`src/rtl/keypad_pkg.sv`:
```
// Shared definitions for the 4x4 matrix keypad scanner.
//   KeyScanState : scanner FSM state encoding
//   KEYPAD_ROWS / KEYPAD_COLS : matrix dimensions
//   key_code()   : maps a (row, column) position to its 4-bit key code
package keypad_pkg;

  typedef enum logic [1:0] {
    S_SCAN     = 2'd0,
    S_DEBOUNCE = 2'd1,
    S_PRESSED  = 2'd2,
    S_RELEASE  = 2'd3
  } KeyScanState;

  localparam int KEYPAD_ROWS = 4;
  localparam int KEYPAD_COLS = 4;

  // Code = 4*row + col, which for a 4x4 matrix is just {row, col}.
  function automatic logic [3:0] key_code(input logic [1:0] row_idx,
                                          input logic [1:0] col_idx);
    return {row_idx, col_idx};
  endfunction

endpackage

```
`src/rtl/row_synchronizer.sv`:
```
// Two-flop synchronizer for the asynchronous keypad row lines.
//   clk        : system clock
//   rst        : synchronous active-high reset, loads all-ones (idle rows)
//   async_bits : raw asynchronous inputs
//   sync_bits  : inputs re-timed to clk, two cycles of latency
module row_synchronizer #(
  parameter int WIDTH = 4
) (
  input  logic             clk,
  input  logic             rst,
  input  logic [WIDTH-1:0] async_bits,
  output logic [WIDTH-1:0] sync_bits
);

  logic [WIDTH-1:0] meta;

  // Reset to all-ones so a held key is not seen until it is re-sampled.
  always_ff @(posedge clk) begin
    if (rst) begin
      meta      <= '1;
      sync_bits <= '1;
    end else begin
      meta      <= async_bits;
      sync_bits <= meta;
    end
  end

endmodule

```
`src/rtl/keypad_scanner.sv`:
```
// 4x4 active-low matrix keypad scanner with press/release debounce.
//   CLK      : system clock
//   RST      : synchronous active-high reset
//   rows     : row lines from the keypad, active-low, asynchronous
//   cols     : column drive, active-low one-hot
//   digit    : code of the last accepted key (4*row + col), held between presses
//   keyValid : one-cycle strobe when a debounced press is accepted
//   keyHeld  : high while the accepted key is still down (pressed or releasing)
//   multiKey : one-cycle flag when a scan sample shows two or more rows low
module keypad_scanner
  import keypad_pkg::*;
#(
  parameter int SCAN_DIV        = 1000,
  parameter int DEBOUNCE_CYCLES = 20000
) (
  input  logic                   CLK,
  input  logic                   RST,
  input  logic [KEYPAD_ROWS-1:0] rows,
  output logic [KEYPAD_COLS-1:0] cols,
  output logic [3:0]             digit,
  output logic                   keyValid,
  output logic                   keyHeld,
  output logic                   multiKey
);

  localparam int DIV_W = $clog2(SCAN_DIV);
  localparam int DB_W  = $clog2(DEBOUNCE_CYCLES);

  localparam logic [DIV_W-1:0] DIV_LAST = DIV_W'(SCAN_DIV - 1);
  localparam logic [DIV_W-1:0] DIV_ONE  = DIV_W'(1);
  localparam logic [DB_W-1:0]  DB_LAST  = DB_W'(DEBOUNCE_CYCLES - 1);
  localparam logic [DB_W-1:0]  DB_ONE   = DB_W'(1);

  KeyScanState      state, state_nxt;
  logic [1:0]       col, col_nxt;
  logic [DIV_W-1:0] div, div_nxt;
  logic [DB_W-1:0]  db, db_nxt;
  logic [3:0]       digit_nxt;
  logic             key_valid_nxt;
  logic             latch;
  logic             multi;

  logic [3:0]       rows_s;
  logic [3:0]       low;
  logic             low_any;
  logic             low_multi;
  logic [3:0]       cand_rows;
  logic [3:0]       cand_code;

  // Lowest-numbered low row; only used when exactly one row is low.
  function automatic logic [1:0] row_index(input logic [3:0] lows);
    if (lows[0]) return 2'd0;
    if (lows[1]) return 2'd1;
    if (lows[2]) return 2'd2;
    return 2'd3;
  endfunction

  row_synchronizer #(
    .WIDTH(KEYPAD_ROWS)
  ) u_sync (
    .clk       (CLK),
    .rst       (RST),
    .async_bits(rows),
    .sync_bits (rows_s)
  );

  assign low       = ~rows_s;
  assign low_any   = |low;
  // Clearing the lowest set bit leaves something only if two or more were set.
  assign low_multi = |(low & (low - 4'd1));

  always_comb begin
    state_nxt     = state;
    col_nxt       = col;
    div_nxt       = div;
    db_nxt        = db;
    digit_nxt     = digit;
    key_valid_nxt = 1'b0;
    latch         = 1'b0;
    multi         = 1'b0;
    case (state)
      S_SCAN: begin
        if (div == DIV_LAST) begin
          div_nxt = '0;
          if (low_any && !low_multi) begin
            // Single key seen: freeze this column and start debouncing it.
            state_nxt = S_DEBOUNCE;
            db_nxt    = '0;
            latch     = 1'b1;
          end else begin
            col_nxt = col + 2'd1;
            multi   = low_multi;
          end
        end else begin
          div_nxt = div + DIV_ONE;
        end
      end
      S_DEBOUNCE: begin
        if (rows_s == cand_rows) begin
          if (db == DB_LAST) begin
            state_nxt     = S_PRESSED;
            digit_nxt     = cand_code;
            key_valid_nxt = 1'b1;
          end else begin
            db_nxt = db + DB_ONE;
          end
        end else begin
          state_nxt = S_SCAN;
          db_nxt    = '0;
          div_nxt   = '0;
          col_nxt   = col + 2'd1;
        end
      end
      S_PRESSED: begin
        // Additional rows going low are deliberately ignored while held.
        if (rows_s == 4'hF) begin
          state_nxt = S_RELEASE;
          db_nxt    = '0;
        end
      end
      S_RELEASE: begin
        if (rows_s == 4'hF) begin
          if (db == DB_LAST) begin
            state_nxt = S_SCAN;
            db_nxt    = '0;
            div_nxt   = '0;
            col_nxt   = col + 2'd1;
          end else begin
            db_nxt = db + DB_ONE;
          end
        end else begin
          state_nxt = S_PRESSED;
        end
      end
      default: begin
        state_nxt = S_SCAN;
      end
    endcase
  end

  always_ff @(posedge CLK) begin
    if (RST) begin
      state    <= S_SCAN;
      col      <= 2'd0;
      div      <= '0;
      db       <= '0;
      digit    <= 4'd0;
      keyValid <= 1'b0;
    end else begin
      state    <= state_nxt;
      col      <= col_nxt;
      div      <= div_nxt;
      db       <= db_nxt;
      digit    <= digit_nxt;
      keyValid <= key_valid_nxt;
    end
  end

  // Candidate pattern and code; always loaded before they are consulted.
  always_ff @(posedge CLK) begin
    if (latch) begin
      cand_rows <= rows_s;
      cand_code <= key_code(row_index(low), col);
    end
  end

  assign cols     = ~(4'b0001 << col);
  assign keyHeld  = (state == S_PRESSED) || (state == S_RELEASE);
  assign multiKey = multi;

endmodule

```
`config.mk`:
```
export PLATFORM = sky130hd
export DESIGN_NAME = keypad_scanner
export DESIGN_NICKNAME = d
export VERILOG_FILES = /design/src/rtl/keypad_pkg.sv /design/src/rtl/row_synchronizer.sv /design/src/rtl/keypad_scanner.sv
export SDC_FILE = /design/constraint.sdc
export NUM_CORES = 1
export LEC_CHECK = 0
export CORE_ASPECT_RATIO = 1.25
export CORE_UTILIZATION = 40
export DETAILED_ROUTE_END_ITERATION = 10
export SLEW_MARGIN = 10
export SYNTH_ARGS = -nofsm -noshare
export SYNTH_HDL_FRONTEND = slang
export SYNTH_HIERARCHICAL = 1
export SYNTH_SLANG_ARGS = --single-unit
export TNS_END_PERCENT = 30
```
`constraint.sdc`:
```
create_clock -name CLK -period 5.71 [get_ports CLK]
set_input_delay 0.8565 -clock CLK [delete_from_list [all_inputs] [get_ports CLK]]
set_output_delay 0.8565 -clock CLK [all_outputs]
set_load 0.005 [all_outputs]
```
==> results.cfg, run 1 <==
[run_status]
status = complete, no violations

[timing]
rsz0062_at_grt = false
fin_crit_ns = 3.11
min_period_over_period_pct = 54.5
clock_skew_ns = 0.00649
tightestPinTransition_ns = 1.00
max_slew_margin_pct = 32.7
drv_slew = 0
fmax_mhz = 321
setup_viol = 0
hold_violations = 0
setup_tns_ns = 0

[hold_path]
holdPathStages = 1
hold_path_end = u_sync/sync_bits[3]
hp-class = reg -> reg
hold_start = u_sync/meta[3]

[place]
dp_cells = 330
dpl.hpwl_um = 3030
gp_congestion = 0.767
dpl-instance-area_um2 = 2580
io_buffer_count = 16

[drt]
dr.first_iter.drc_count = 56
ant_nets = 0
drc = 0
drt-total-wl_um = 4400
dr.pass1.iters = 4
wl_per_cell_um = 13.0
via_count = 1821
vias_per_cell = 5.39

[floorplanning]
ios = 17
die_h_um = 88.3
num_rows = 31
core_area_um2 = 5780
die_w_um = 71.1
start_util_pct = 41.3
dieArea_um2 = 6280

[power]
p_leak_nw = 0.925
ir_worst_vdd_mv = 0.0977
power_mw = 0.648
power.density_nw_per_um2 = 240

[setup_path]
slowest_delay_ns = 0.50
regToRegStartpoint = db[0]
path_delay_family = simple AND/OR/NAND/NOR gates
cp.required_ns = 4.85
rr_worst_depth = 7
cp_cell_sequence = ha_1 -> nand4b_1 -> nor3_1 -> and4_1 -> clkdlybuf4s50_1
r2r_slack_ns = 3.08
crit_fanout = 5
cp-end-kind = output port
r2r-end = db[0]
crit_path_start_kind = register
worstSetupPathType = reg -> out
slowest_stage = clkdlybuf4s50_1
cp_num_buf_inv = 1
cp_data_arrival_time_ns = 2.26

[layout]
instances_no_fill = 338
postLayoutCellArea_um2 = 2700
syn_to_final_growth_pct = 13.1
drive_gt1_share_pct = 6.25
antennaDiodeCount = 0
nets = 283

[clocking]
numClockSinks = 50
cts_tree = yes
cts_buffer_depth = 2
cts_root_buf = clkbuf_8
cts_setup_buffers = 0
cts_buffers = 5
clock_latency_ns = 0.31
clk_pin_slew_worst_paths_ns = 0.10
htreeDepth = 2
cts_resized = 0
ctsHoldBuffers = 0

[flow_run]
max-cap-violations = 0

[yosys]
synthCells = 260
synth_area_um2 = 2380
yosys.area.top_type = dfxtp_1
yosysWarningCount = 6
yosys-top-cells-area = dfxtp_1 (35%), edfxtp_1 (10%), nor3_1 (5.2%), xnor2_1 (4.8%), nor2_1 (3.5%)
synth-seq-cells = 50
synth_nets = 272
synth_cell_types = 50
synth.avg_cell_area_um2 = 9.17
synth_top_area_share_pct = 35.3
yosysSeqAreaShare_pct = 45.3

[global_route]
grt_pass1_vias = 1644
grt_max_degree = 40
grt_overflow = 0
grt_pass1_wl_um = 7510
antenna_found_initial = 0
grt_usage_pct = 15.4
layout by cell type (no fill, tap or decap), types with 3 or more instances in the layout:
cell              n
a21oi_1          10
a31oi_1           4
and3_1            5
and4_1            3
clkbuf_8          5
clkdlybuf4s50_1  16
dfxtp_1          42
edfxtp_1          8
ha_1              6
inv_1            12
mux2i_1           6
nand2_1          13
nand2b_1          5
nand3_1          12
nand4b_1          3
nor2_1           22
nor3_1           24
nor3b_1           3
nor4_1            4
o21ai_0           4
o31ai_1           3
or2_1             8
xnor2_1          13
report_power, final:
part	internal, mW	switching (mW)	total, mW
clock	0.134	0.127	0.261
sequential	0.361	0.00484	0.366
combinational	0.00993	0.0106	0.0205
total	0.505	0.143	0.648
routing by layer:
| metal | routed length [um] | part of all wire [%] | vias to the layer above | GRT usage (%) |
|---|---|---|---|---|
| li1 | - | - | 944 | - |
| met1 | 2050 | 47 | 845 | 17.7 |
| met2 | 2130 | 48 | 22 | 27.3 |
| met3 | 121 | 2.8 | 10 | 3.42 |
| met4 | 95 | 2.2 | 0 | 7.45 |
| met5 | 0 | 0 | - | 0 |
area by class of cell:
| cell class | instances | area, um2 |
|---|---|---|
| fill | 549 | 3080 |
| multi-input combinational | 185 | 1200 |
| sequential | 50 | 1080 |
| timing repair buffer | 17 | 168 |
| tap | 66 | 82.6 |
| clock buffer | 5 | 68.8 |
| clock inverter | 3 | 47.5 |
| inverter | 12 | 45.0 |
sequential cells by signal, summed over array words and instances (netlist names):
signal / count
keyValid: 1
cand_rows: 4
state: 2
u_sync/meta: 4
col: 2
db: 15
digit: 4
cand_code: 4
u_sync/sync_bits: 4
div: 10
metrics by stage:
stage | hold WS (ns) | setup WS (ns) | utilization (%)
floorplan | 0.383 | 3.36 | -
global placement | 0.385 | 3.03 | 44.7
detailed placement | 0.391 | 2.96 | 44.7
CTS | 0.417 | 2.58 | 46.7
global route | 0.439 | 2.43 | 46.7
finish | 0.414 | 2.60 | 46.7
how the worst max path moves through the flow:
stage / cells after the start / end / slack (ns) / startpoint
4_1_cts: 5 / multiKey / 2.58 / div[0]
2_1_floorplan: 8 / col[0] / 3.36 / db[0]
6_report: 5 / multiKey / 2.60 / div[0]
3_3_place_gp: 5 / multiKey / 3.03 / div[0]
5_1_grt: 5 / multiKey / 2.43 / div[0]
3_5_place_dp: 5 / multiKey / 2.96 / div[0]
synthesized netlist by cell type, drive strengths merged:
master,count
nor3,25
clkbuf,9
or4b,2
o21a,1
and2,2
edfxtp,8
o32ai,1
buf,4
a21o,2
nand2b,5
ha,6
o21bai,1
a21oi,11
dfxtp,42
xnor2,13
o21ai,4
a211oi,2
a21boi,2
nor2b,1
maj3,1
and3,6
nand4,3
xor2,2
or2,9
o31ai,3
nand2,13
and4,3
o211ai,1
nand3b,2
nor4,5
o2111ai,2
mux2i,6
nor3b,3
mux2,1
nand3,12
a31oi,4
or3,2
nor2,22
inv,12
o21ba,1
nand4b,3
o41a,1
or4,2
kinds of logic after synthesis:
| kind of cell | after synthesis | synth area share [%] |
|---|---|---|
| xor+xnor | 15 | 5.51 |
| buf+inv | 25 | 4.35 |
| flops | 50 | 45.3 |
| compound gates | 36 | 10.1 |
| simple gates | 120 | 28.1 |
| mux | 7 | 2.99 |
| fa+ha+maj | 7 | 3.57 |
(Power assumes the default switching activity.)
==> run 2, diff against run 1 <==
==> constraint.sdc (replaced) <==
create_clock -name CLK -period 3.2 [get_ports CLK]
set_input_delay 0.48 -clock CLK [delete_from_list [all_inputs] [get_ports CLK]]
set_output_delay 0.48 -clock CLK [all_outputs]
set_load 0.005 [all_outputs]
==> run 2 against run 1 <==
Compared with the run above: clock power grew 48%; routed wire length grew 1.1%; design area about the same; critical path depth unchanged; sequential power up 78%; flip-flop and latch count did not move; non-clock buffer count grew 3; critical endpoint unchanged; largest cell class unchanged; largest power group unchanged.
==> results.cfg, run 2 (same netlist as run 1, synthesis figures left out) <==
[floorplanning]
ios = 17
die_w_um = 71.1
num_rows = 31
core_area_um2 = 5780
die_h_um = 88.3
start_util_pct = 41.3
dieArea_um2 = 6280

[drt]
ant_nets = 0
via_count = 1845
drt-total-wl_um = 4450
vias_per_cell = 5.41
wl_per_cell_um = 13.0
drc = 0
dr.pass1.iters = 4
dr.first_iter.drc_count = 54

[hold_path]
holdPathStages = 1
hold_path_end = u_sync/sync_bits[3]
hold_start = u_sync/meta[3]
hp-class = reg -> reg

[place]
gp_congestion = 0.741
pre_cts_slack_ns = 0.641
dpl.hpwl_um = 3170
io_buffer_count = 16

[layout]
reg_top3 = db (15), div (10)
fillerInstances = 548
syn_to_final_growth_pct = 13.2
top_register = db
nets = 286
largest_reg_flops = 15
layout_common_cells = dfxtp_1 (42), nor3_1 (24), nor2_1 (22), clkdlybuf4s50_1 (16)
layout_commonest_cell = dfxtp_1
antennaDiodeCount = 0
drive_gt1_share_pct = 7.27

[timing]
setup_viol = 0
clock_skew_ns = 0.0115
fin_crit_ns = 2.71
min_period_over_period_pct = 84.7
rsz0062_at_grt = false
fmax_mhz = 369
setup_tns_ns = 0
hold_violations = 0
drv_slew = 0
tightestPinTransition_ns = 0.568
max_slew_margin_pct = 62.0
setup_slack_ns = 0.490

[clocking]
cts_root_buf = clkbuf_8
cts_buffer_depth = 2
clock_latency_ns = 0.31
htreeDepth = 2
ctsHoldBuffers = 0
clk_pin_slew_worst_paths_ns = 0.10
cts_resized = 0
cts_setup_buffers = 0
cts_buffers = 5
numClockSinks = 50
cts_tree = yes

[setup_path]
regToRegStartpoint = db[0]
r2r-end = div[9]
cp-end-kind = output port
slowest_stage = clkdlybuf4s50_1
cp_data_arrival_time_ns = 2.23
cp.required_ns = 2.72
worstSetupPathType = reg -> out
crit_path_start_kind = register
slowest_delay_ns = 0.50
crit_fanout = 5
r2r_slack_ns = 0.63
cp_cell_sequence = ha_1 -> nand4b_1 -> nor3_1 -> and4_1 -> clkdlybuf4s50_1
rr_worst_depth = 7

[power]
p_leak_nw = 0.930
power_mw = 1.08
ir_worst_vdd_mv = 0.234
power.density_nw_per_um2 = 399

[run_status]
status = complete, no violations

[global_route]
grt_overflow = 0
grt_pass1_vias = 1721
antenna_found_initial = 0
grt_max_degree = 22
grt_usage_pct = 15.7
grt_pass1_wl_um = 7680

[flow_run]
max-cap-violations = 0
==> run 2: final cells by class <==
class                      count  area [um2]  area share [%]
tap                           66        82.6            3.06
timing repair buffer          20         190            7.05
inverter                      12        45.0            1.67
clock buffer                   5        68.8            2.55
sequential                    50        1080            40.1
multi-input combinational    185        1200            44.6
clock inverter                 3        26.3           0.974
==> run 2: worst max path at each step <==
stage	startpoint	endpoint	slack [ns]
3_5_place_dp	db[0]	div[9]	0.64
4_1_cts	div[0]	multiKey	0.46
6_report	div[0]	multiKey	0.49
2_1_floorplan	db[0]	col[0]	0.85
3_3_place_gp	db[0]	div[9]	0.73
5_1_grt	div[0]	multiKey	0.21
==> run 2: stage by stage <==
| step | area, um2 | instances | utilization [%] | hold slack (ns) |
|---|---|---|---|---|
| CTS | 2700 | 341 | 46.7 | 0.418 |
| floorplan | 2380 | 260 | - | 0.383 |
| finish | 2700 | 341 | 46.7 | 0.417 |
| global placement | 2600 | 333 | 45.1 | 0.388 |
| detailed placement | 2600 | 333 | 45.1 | 0.392 |
| global route | 2700 | 341 | 46.7 | 0.437 |
==> run 2: layer usage <==
metal  vias up  GRT usage (%)  routed length, um
met4         0           6.00                 68
li1        958              -                  -
met3         6           3.76                116
met5         -              0                  0
met2        19           28.1               2210
met1       862           18.3               2060
==> run 2: power by group <==
part           switching (mW)  total, mW  leakage (nW)  internal (mW)
clock network           0.225      0.387        0.0491          0.161
logic                  0.0190     0.0366         0.470         0.0177
registers             0.00836      0.653         0.411          0.645
==> run 2: critical path, delay by kind of cell, from the launching register on <==
kind / cells / cell delay [ns]
buffers and inverters: 1 / 0.50
adder cells (fa/ha/maj): 1 / 0.23
AND/OR/NAND/NOR: 3 / 0.81
flip-flops: 1 / 0.38
==> run 3, diff against run 2 <==
==> constraint.sdc (replaced) <==
create_clock -name CLK -period 2.6 [get_ports CLK]
set_input_delay 0.39 -clock CLK [delete_from_list [all_inputs] [get_ports CLK]]
set_output_delay 0.39 -clock CLK [all_outputs]
set_load 0.005 [all_outputs]
==> run 3 against run 2 <==
Compared with the run above: die area unchanged; sequential share of layout area decreased by 1.2 points; clock power increased by 23%; flip-flop and latch count unchanged; worst setup slack got worse by 0.34 ns; global-route usage increased by 0.52 points.
==> results.cfg, run 3 (same netlist as run 1, synthesis figures left out) <==
[run_status]
status = complete, no violations

[clocking]
numClockSinks = 50
cts_root_buf = clkbuf_8
htreeDepth = 2
cts_buffers = 5
cts_setup_buffers = 0
cts_buffer_depth = 2
clock_latency_ns = 0.31
clk_pin_slew_worst_paths_ns = 0.10
cts_tree = yes

[layout]
nets = 296
layout_common_cells = dfxtp_1 (42), nor3_1 (24), nor2_1 (22), clkdlybuf4s50_1 (16), buf_4 (14)
layout_commonest_cell = dfxtp_1
antennaDiodeCount = 0
top_register = db
postLayoutCellArea_um2 = 2780
fin_util_pct = 48.1
largest_reg_flops = 15
reg_top3 = db (15), div (10)
syn_to_final_growth_pct = 16.7
drive_gt1_share_pct = 10.5

[setup_path]
path_delay_family = simple AND/OR/NAND/NOR gates
cp_num_buf_inv = 1
slowest_delay_ns = 0.50
crit_path_start_kind = register
crit_fanout = 5
r2r-end = div[2]
regToRegStartpoint = db[0]
cp_cell_sequence = ha_1 -> nand4b_1 -> nor3_1 -> and4_1 -> clkdlybuf4s50_1
rr_worst_depth = 7
worstSetupPathType = reg -> out
cp-end-kind = output port
cp.required_ns = 2.21
cp_data_arrival_time_ns = 2.06
slowest_stage = clkdlybuf4s50_1
r2r_slack_ns = 0.19

[drt]
via_count = 1847
dr.pass1.iters = 4
dr.first_iter.drc_count = 86
vias_per_cell = 5.26
drc = 0
wl_per_cell_um = 12.9
drt-total-wl_um = 4530
ant_nets = 0

[global_route]
grt_usage_pct = 16.2
grt_pass1_vias = 1709
antenna_found_initial = 0
grt_max_degree = 19
grt_pass1_wl_um = 8070
grt_overflow = 0

[timing]
tightestPinTransition_ns = 0.477
max_slew_margin_pct = 67.8
fin_crit_ns = 2.45
fmax_mhz = 408
min_period_over_period_pct = 94.4
drv_slew = 0
hold_violations = 0
clock_skew_ns = 0.0113
setup_tns_ns = 0
setup_viol = 0
rsz0062_at_grt = false

[floorplanning]
core_area_um2 = 5780
dieArea_um2 = 6280
die_h_um = 88.3
start_util_pct = 41.3
num_rows = 31
ios = 17
die_w_um = 71.1

[hold_path]
hp-class = reg -> reg
hold_path_end = u_sync/sync_bits[3]
hold_start = u_sync/meta[3]
holdPathStages = 1

[power]
p_int_mw = 1.02
p_seq_share_pct = 60.6
power_mw = 1.33
ir_worst_vdd_mv = 0.261
p_clk_share_pct = 35.8
p_leak_nw = 0.973
p_sw_share_pct = 23.4
combPwrFrac_pct = 3.5
power.density_nw_per_um2 = 476
netSwitchingPower_mw = 0.310

[place]
io_buffer_count = 16
gp_congestion = 0.794
dpl.hpwl_um = 3290
dpl-instance-area_um2 = 2680

[flow_run]
max-cap-violations = 0
-- run 3: layout make-up --
cell class / count / area [um2]
clock inverter: 3 / 26.3
inverter: 12 / 45.0
multi-input combinational: 185 / 1210
tap: 66 / 82.6
timing repair buffer: 30 / 265
clock buffer: 5 / 68.8
fill: 536 / 3000
sequential: 50 / 1080
-- run 3: power groups by stage --
stage | clock network, mW | logic (mW) | registers [mW]
final | 0.475 | 0.0471 | 0.804
after global routing | 0.530 | 0.0546 | 0.806
after CTS | 0.497 | 0.0479 | 0.804
after detailed placement | 0 | 0.0480 | 0.822
after global placement | 0 | 0.0478 | 0.822
after floorplan | 0 | 0.0347 | 0.817
-- run 3: worst reg2reg max path, cell delays in order, from the launching register on --
cell	delay [ns]
dfxtp_1	0.40
ha_1	0.18
and4_1	0.24
nand4_4	0.16
and3_4	0.24
or3_4	0.44
or4b_1	0.52
a31oi_1	0.16
-- run 3: worst max path at each step --
stage / start / end / cells after the start / slack [ns]
global route: div[0] / multiKey / 5 / 0.02
floorplan: db[0] / col[0] / 8 / 0.25
CTS: div[0] / multiKey / 5 / 0.13
global placement: db[0] / div[2] / 7 / 0.22
finish: div[0] / multiKey / 5 / 0.15
detailed placement: db[0] / div[2] / 7 / 0.16
-- run 3: through the flow --
step           setup slack (ns)  std cells  hold slack (ns)
4_1_cts                   0.130        351            0.417
5_1_grt                  0.0155        351            0.431
6_report                  0.147        351            0.413
2_1_floorplan             0.248        260            0.383
3_5_place_dp              0.163        343            0.392
3_3_place_gp              0.223        343            0.385
-- run 3: repair_timing --
action,CTS,global route
hold buffers,0,0
endpoints found under the setup margin,0,1
gates resized for setup,0,1
-- run 3: metal layers --
| metal | track usage [%] | vias to the layer above | share of wire, % |
|---|---|---|---|
| met4 | 6.00 | 0 | 1.4 |
| met1 | 21.1 | 840 | 47 |
| met2 | 27.0 | 28 | 49 |
| met5 | 0 | - | 0 |
| met3 | 3.08 | 7 | 2.8 |
| li1 | - | 972 | - |
